<file path="config.mk">
export PLATFORM = sky130hd
export DESIGN_NAME = rvee_pcgen
export DESIGN_NICKNAME = d
export VERILOG_FILES = /design/src/rtl/rvee_pcgen.sv
export SDC_FILE = /design/constraint.sdc
export NUM_CORES = 1
export LEC_CHECK = 0
export CORE_AREA = 2 2 93 140
export DETAILED_ROUTE_END_ITERATION = 7
export DIE_AREA = 0 0 95 142
export GPL_TIMING_DRIVEN = 0
export HOLD_SLACK_MARGIN = 0.03
export PLACE_DENSITY = 0.85
export SLEW_MARGIN = 20
export SYNTH_ARGS = -nofsm -noshare
export SYNTH_HDL_FRONTEND = slang
export SYNTH_SLANG_ARGS = --single-unit
</file>
<file path="constraint.sdc">
create_clock -name clk -period 3.96 [get_ports clk]
set_input_delay 0.99 -clock clk [delete_from_list [all_inputs] [get_ports clk]]
set_output_delay 0.99 -clock clk [all_outputs]
set_load 0.02 [all_outputs]
</file>
<file path="src/rtl/rvee_pcgen.sv">
// Program-counter generator: sequential fetch addresses with a valid/ready handshake,
// plus jump and one-cycle-delayed conditional-branch redirects from exec.
module rvee_pcgen #(
  parameter int              XLEN       = 32,
  parameter logic [XLEN-1:0] RESET_PC   = '0,
  parameter int              INSN_BYTES = 4
) (
  input  logic            clk,
  input  logic            rst,
  input  logic            ready,
  input  logic            ready_ff,
  input  logic            jmp,
  input  logic            bcc,
  input  logic [XLEN-1:0] jmp_base,
  input  logic [XLEN-1:0] jmp_offset,
  output logic            valid,
  output logic [XLEN-1:0] pc,
  output logic [XLEN-1:0] pc_ff,
  output logic            jmp_ff,
  output logic            jmp_out
);

  typedef enum logic [1:0] {
    S_RST,
    S_RUN,
    S_BCC
  } state_t;

  state_t          state;
  state_t          state_next;
  logic [XLEN-1:0] tgt;
  logic [XLEN-1:0] btgt;
  logic            transfer;
  logic            redirect;
  logic [XLEN-1:0] redirect_pc;
  logic            latch_btgt;

  // Bit 0 is cleared as for RISC-V JALR; any other misalignment is left for exec to trap.
  assign tgt      = (jmp_base + jmp_offset) & ~XLEN'(1);
  assign valid    = (state != S_RST);
  assign transfer = valid & ready;

  // NOTE: every always_comb output gets a default first so no path infers a latch.
  always_comb begin
    state_next  = state;
    redirect    = 1'b0;
    redirect_pc = tgt;
    latch_btgt  = 1'b0;
    case (state)
      S_RST: state_next = S_RUN;
      S_RUN: begin
        if (jmp) begin
          redirect = 1'b1;
        end else if (bcc) begin
          latch_btgt = 1'b1;
          state_next = S_BCC;
        end
      end
      S_BCC: begin
        state_next  = S_RUN;
        redirect    = jmp;
        redirect_pc = btgt;
      end
      default: state_next = S_RST;
    endcase
  end

  // NOTE: sequential state uses non-blocking assignments so every register samples
  // pre-edge values regardless of statement order.
  always_ff @(posedge clk) begin
    if (rst) begin
      state   <= S_RST;
      pc      <= RESET_PC;
      pc_ff   <= RESET_PC;
      btgt    <= '0;
      jmp_ff  <= 1'b0;
      jmp_out <= 1'b0;
    end else begin
      state  <= state_next;
      jmp_ff <= redirect;

      if (redirect)      pc <= redirect_pc;
      else if (transfer) pc <= pc + XLEN'(INSN_BYTES);

      // Only an accepted fetch moves pc_ff; a registered-idle fetch stage keeps it put.
      if (transfer)       pc_ff <= pc;
      else if (!ready_ff) pc_ff <= pc_ff;

      if (latch_btgt) btgt <= tgt;

      if (redirect)      jmp_out <= 1'b1;
      else if (transfer) jmp_out <= 1'b0;
    end
  end

  // A second bcc before the first resolves has no defined meaning; it is ignored above.
  bcc_while_pending : assert property (@(posedge clk) disable iff (rst) !(state == S_BCC && bcc))
    else $error("rvee_pcgen: bcc asserted while a branch is pending");

endmodule

</file>
==> run summary <==
outcome = completed
top_reg_cell synth = dfxtp_1
Largest delay share family, worst path = compound AO/OA/AOI/OAI gates
endpoints failing hold = 0
max-capacitance violation count = 0
Non-Filler Instances = 1107
Die Wd = 95 µm
vias in the first global route = 6075
arrival time worst endpoint = 3.86 ns
f_max = 0.2765 GHz
Top Layer Used = met4
Crit-path slowest cell = clkdlybuf4s50_1
Worst R2R Start = state[1]
met2 wire length = 9.130 mm
post-synth cell types = 74
clk sinks = 97
Hold Path Sink = pc_ff[22]
R2R cell count = 9
CORE AREA = 12320 µm²
Worst Clk Skew = 0.01141 ns
asr flop ratio synth = 0%
# IOs = 137
share of layout cells above drive strength 1 = 5.994%
Power Density = 363.2 nW/µm²
max incr delay on CP = 0.48 ns
crit end category = flop
die extent in y = 142 µm
max_slew headroom = 60.52%
final instance area = 8066 µm²
wire per inst = 15.75 µm
DRT iter0 DRCs = 439
most frequent cells in the layout = 143 x nand2_1, 132 x clkdlybuf4s50_1, 97 x dfxtp_1, 90 x a21oi_1, 78 x nor2_1
most common cell after layout, fill and taps aside = nand2_1
fin. max-slew vios = 0
most used cell, CP = a211oi_2
Slew @ Worst Pin = 0.5922 ns
CP Launch Type = input pin
RSZ-0062 raised after global routing = no
DP Cell Count = 1091
Worst VDD drop = 212.8 µV
worst min path class = reg -> reg
DRC Markers = 0
DR vias = 6369
Routability Congestion = 0.8899
deepest clock path buffer count = 2
Pleak = 2.949 nW
Worst-Skew Late Latency = 0.35 ns
Setup Buffers After CTS = 0
CTS tree = built
global-route wire length before repair = 28.43 mm
root buf cell = clkbuf_16
hold path start = pc_ff[22]
Mapped Cells = 802
Synth top area share = 31.19%
CTS resizes = 0
hold_buf cts = 0
post-DP HPWL = 13.52 mm
post-layout util = 65.45%
Synth area leader = dfxtp_1
PnR worst setup slack = 0.3432 ns
Critical Path Fanout Max = 3
cell-by-cell trace of the critical path = clkdlybuf4s50_1, inv_1, fa_1, nand2b_1, a21o_1, a211oi_2, o211ai_2, a211oi_2, a311oi_2, xor2_1, a2111oi_2
Site Rows = 50
post-layout total power = 2.930 mW
Worst R2R Setup Slack = 1.28 ns
Hold Path Depth = 2
gr ovfl total = 0
period utilization = 91.33%
syn avg cell area = 7.763 µm²
DP Area = 7746 µm²
wl on met1 = 6.881 mm
Buf/Inv on CP = 2
Synth area leaders = dfxtp_1 31%, nand2_1 8.6%, a21oi_1 7.2%
hold slack = 0.4523 ns
initial antenna violation count = 0
Worst Path Required = 4.20 ns
Yosys reg bits = 97
wire length on met3 = 813 µm
total track usage = 26.19%
minimum clock period = 3.617 ns
largest net degree at the start of global routing = 17
Post-DRT Antenna Nets = 0
sequential element share of the synthesized area = 31.19%
Yosys warnings = 0
Cell Area, Synth = 6226 µm²
starting density of the core = 50.52%
CTS H-tree depth = 3
routed vias/inst = 5.753
critical path type = in -> reg
Post-synth EDFFs = 0
Area Overhead vs Synth = 29.56%
Ant. Diodes = 0
DIE AREA = 13490 µm²
Layout Nets = 1051
final wirelength = 17.43 mm
cts bufs inserted = 9
IO Port Bufs = 132
Detailed Routing Iterations Pass 1 = 5
Final TNS setup = 0 ns
Clock Pin Slew Worst Setup and Hold Paths = 0.06 ns
final setup violation count = 0
Worst R2R End = pc[30]
pre-CTS WS = 0.007652 ns
-- layer usage --
metal  vias to the layer above  track usage [%]
met1                      2952            29.92
li1                       3126                -
met5                         -                0
met3                        48            2.754
met4                         0            13.04
met2                       243            47.41
-- kinds of logic after synthesis --
family | share of synthesized area, %
multiplexers | 0.6632
flip-flops | 31.19
adder cells (fa/ha/maj) | 7.154
buffers and inverters | 5.928
other | 0.06023
AND/OR/NAND/NOR | 23.75
XOR/XNOR | 7.878
AO/OA/AOI/OAI | 23.37
-- worst max path at each step --
stage | slack (ns) | startpoint | to | cells past startpoint
floorplan | 0.85 | jmp_base[1] | pc[28] | 10
global placement | 0.05 | jmp_base[1] | pc[28] | 11
detailed placement | 0.008 | jmp_base[1] | pc[28] | 11
CTS | 0.36 | jmp_base[1] | pc[28] | 11
global route | 0.14 | jmp_base[2] | pc[23] | 10
finish | 0.34 | jmp_base[1] | pc[28] | 11
-- cell usage after synthesis, types with 16 or more instances --
master and n:
a211oi_1 19, a21oi_1 90, clkbuf_1 29, dfxtp_1 97
ha_1 34, nand2_1 143, nand3_1 21, nand4_1 17
nor2_1 78, nor3_1 16, o21ai_0 26, xnor2_1 28
xor2_1 28
-- power breakdown --
part	switching (mW)	internal, mW	total [mW]
Combinational	0.494	0.374	0.868
Clock	0.391	0.557	0.948
Sequential	0.0733	1.04	1.11
-- sequential cells by signal, indices dropped and copies added, names as in the netlist --
register  cells
state         2
jmp_out       1
pc           31
pc_ff        31
jmp_ff        1
btgt         31
-- cell type report --
type | instances | area (µm²)
Inverter | 15 | 56.30
Tap cell | 156 | 195.2
Clock inverter | 6 | 91.34
Multi-Input combinational cell | 637 | 3919
Buffer | 54 | 312.8
Sequential cell | 97 | 1942
Timing Repair Buffer | 132 | 1321
Fill cell | 1041 | 4258
Clock buffer | 10 | 229.0
-- worst register-to-register path, delay by kind of cell, from the launching register on --
kind                       cells  cell delay, ns
and+or+nand+nor                4            1.07
buffers and inverters          2            0.31
DFF                            1            0.37
adders and majority gates      1            0.27
xor gates and xnor gates       1            0.18
AOI/OAI and AO/OA              1            0.37
Power figures use the tool's default switching activity.
==> patch (config.mk and constraints unchanged) <==
Re-encode `state_t` (3 states) as one-hot, 3 bits wide.
--- a/src/rtl/rvee_pcgen.sv
+++ b/src/rtl/rvee_pcgen.sv
@@ -20,10 +20,10 @@
   output logic            jmp_out
 );
 
-  typedef enum logic [1:0] {
-    S_RST,
-    S_RUN,
-    S_BCC
+  typedef enum logic [2:0] {
+    S_RST = 3'b001,
+    S_RUN = 3'b010,
+    S_BCC = 3'b100
   } state_t;
 
   state_t          state;
Behaviour: same outputs for any inputs over 10 cycles, from zero or initial values and one cycle with rst high; not proved beyond that.
==> patch against the unedited design <==
  * Area after synthesis decreased by 5.9%
  * Sequential share of layout area grew 1.2 points
  * Design area shrank 3.9%
  * Total power down 5.3%
  * Die area unchanged
  * Routed wire length decreased by 6.6%
  * Clock skew decreased by 0.0057 ns
  * Sequential cell count increased by 1
  * Worst setup slack lost 0.20 ns
  * Critical endpoint unchanged
==> patch: results (changes against the unedited design) <==
* Max Clock Skew at 0.005685 ns (-0.005721 ns)
* Peak ir drop on the vdd network at 0.1986 mV (-6.7%)
* Status: completed
* Data arrival, critical path at 4.07 ns (+0.21 ns)
* Post-route non-filler standard cell count at 1087 (-1.8%)
* Internal Power at 1950 uW (-1.1%)
* DR pass1 iterations at 6 (+1)
* Leakage power figure at 0.002833 uW (-3.9%)
* Clock period minus final worst setup slack at 3.816 ns (+0.1992 ns)
* Library cells used by synthesis at 55 (-26%)
* Combinational group share of total power at 0.253 (-0.043)
* TritonCTS Buffers at 9 (unchanged)
* Slew of the pin with the lowest slew margin at 1.090 ns (+0.4974 ns)
* Worst reg2reg path startpoint: pc[9]$_SDFFE_PP0P_
* GRT Total Usage at 0.2405 (-0.02139)
* Avg Synthesized Cell Area at 7.502 sq um (-3.4%)
* Sequential element share of the synthesized area at 0.3348 (+0.02293)
* Clock transition at the register clock pins on the worst setup and hold paths after CTS at 0.07 ns
* Total Nets Final at 1028 (-2.2%)
* Global placer's final weighted congestion at 0.8750 (-1.7%)
* HPWL Detailed at 12840 um (-5.0%)
* Leading post-synthesis cells by cell area: dfxtp_1, nand2_1, a21oi_1, ha_1, xnor2_1
* Most frequent cells after synthesis: nand2_1, a21oi_1, dfxtp_1
* Beginning of the worst hold path: pc_ff[19]$_SDFFE_PP0P_
* Starting DRC count in detailed routing at 399 (-9.1%)
* First element of the critical path: jmp_base[1]
* Critical R2R Capture: pc[31]$_SDFFE_PP0P_
* Power in sequential cells at 1070 uW (-4%)
* Maximum fanout along the worst path at 4 (+1)
* Worst Setup Slack post-DPL at -0.3150 ns (-0.3226 ns)
* Global-route wire length before repair at 26100 um (-8.2%)
* # port buffers at 133 (+0.76%)
* Switching portion of total power at 0.2976 (-0.02937)
* Post-DR vias/cell at 5.569 (-3.2%)
* Setup slack of the worst register-to-register path at 1.45 ns (+0.17 ns)
* Post-Route WL at 16280 um (-6.6%)
* Ratio of cells with drive above 1 in the final layout at 0.03545 (-0.02449)
* Area of placed instances at 0.007390 sq mm (-4.6%)
## patch: layout make-up
| class | instances | area, sq um |
|---|---|---|
| plain buffers | 45 | 180.2 |
| clock buffers | 9 | 225.2 |
| clock inverters | 7 | 117.6 |
| fillers | 1100 | 4572 |
| inverters | 8 | 30.03 |
| multi-input cells | 631 | 3711 |
| flip-flops and latches | 98 | 1962 |
| well taps | 156 | 195.2 |
| repair buffers | 133 | 1331 |
## patch: logic make-up after synthesis
kind of cell | after synthesis | synth area share
buffers and inverters | 53 | 0.03587
AND/OR/NAND/NOR | 325 | 0.2460
flip-flops | 98 | 0.3348
XOR/XNOR | 58 | 0.08670
adder cells (fa/ha/maj) | 32 | 0.06961
multiplexers | 1 | 0.001708
AO/OA/AOI/OAI | 213 | 0.2246
other | 1 | 0.0006400
## patch: worst min path at each step
stage               depth (start not counted)                endpoint  slack, ns
global placement                            2   btgt[24]$_SDFFE_PP0P_       0.44
global route                                2   btgt[26]$_SDFFE_PP0P_       0.47
detailed placement                          2   btgt[26]$_SDFFE_PP0P_       0.45
floorplan                                   2   btgt[26]$_SDFFE_PP0P_       0.44
finish                                      2  pc_ff[19]$_SDFFE_PP0P_       0.45
CTS                                         2   btgt[26]$_SDFFE_PP0P_       0.45
## patch: routing by layer
metal	routed length [um]	global-route usage
met5	0	0
met4	720	0.1320
met3	776	0.02648
met2	8433	0.4341
met1	6349	0.2698
## patch: critical path, stage by stage
cell and delay [ns]:
clkdlybuf4s50_1 0.48, inv_1 0.06, fa_1 0.45, nor2b_1 0.22
o31ai_1 0.15, a211oi_2 0.33, o2111ai_1 0.21, o21ai_1 0.34
a21oi_1 0.17, xnor2_1 0.30, nand2_1 0.09, a221oi_1 0.27
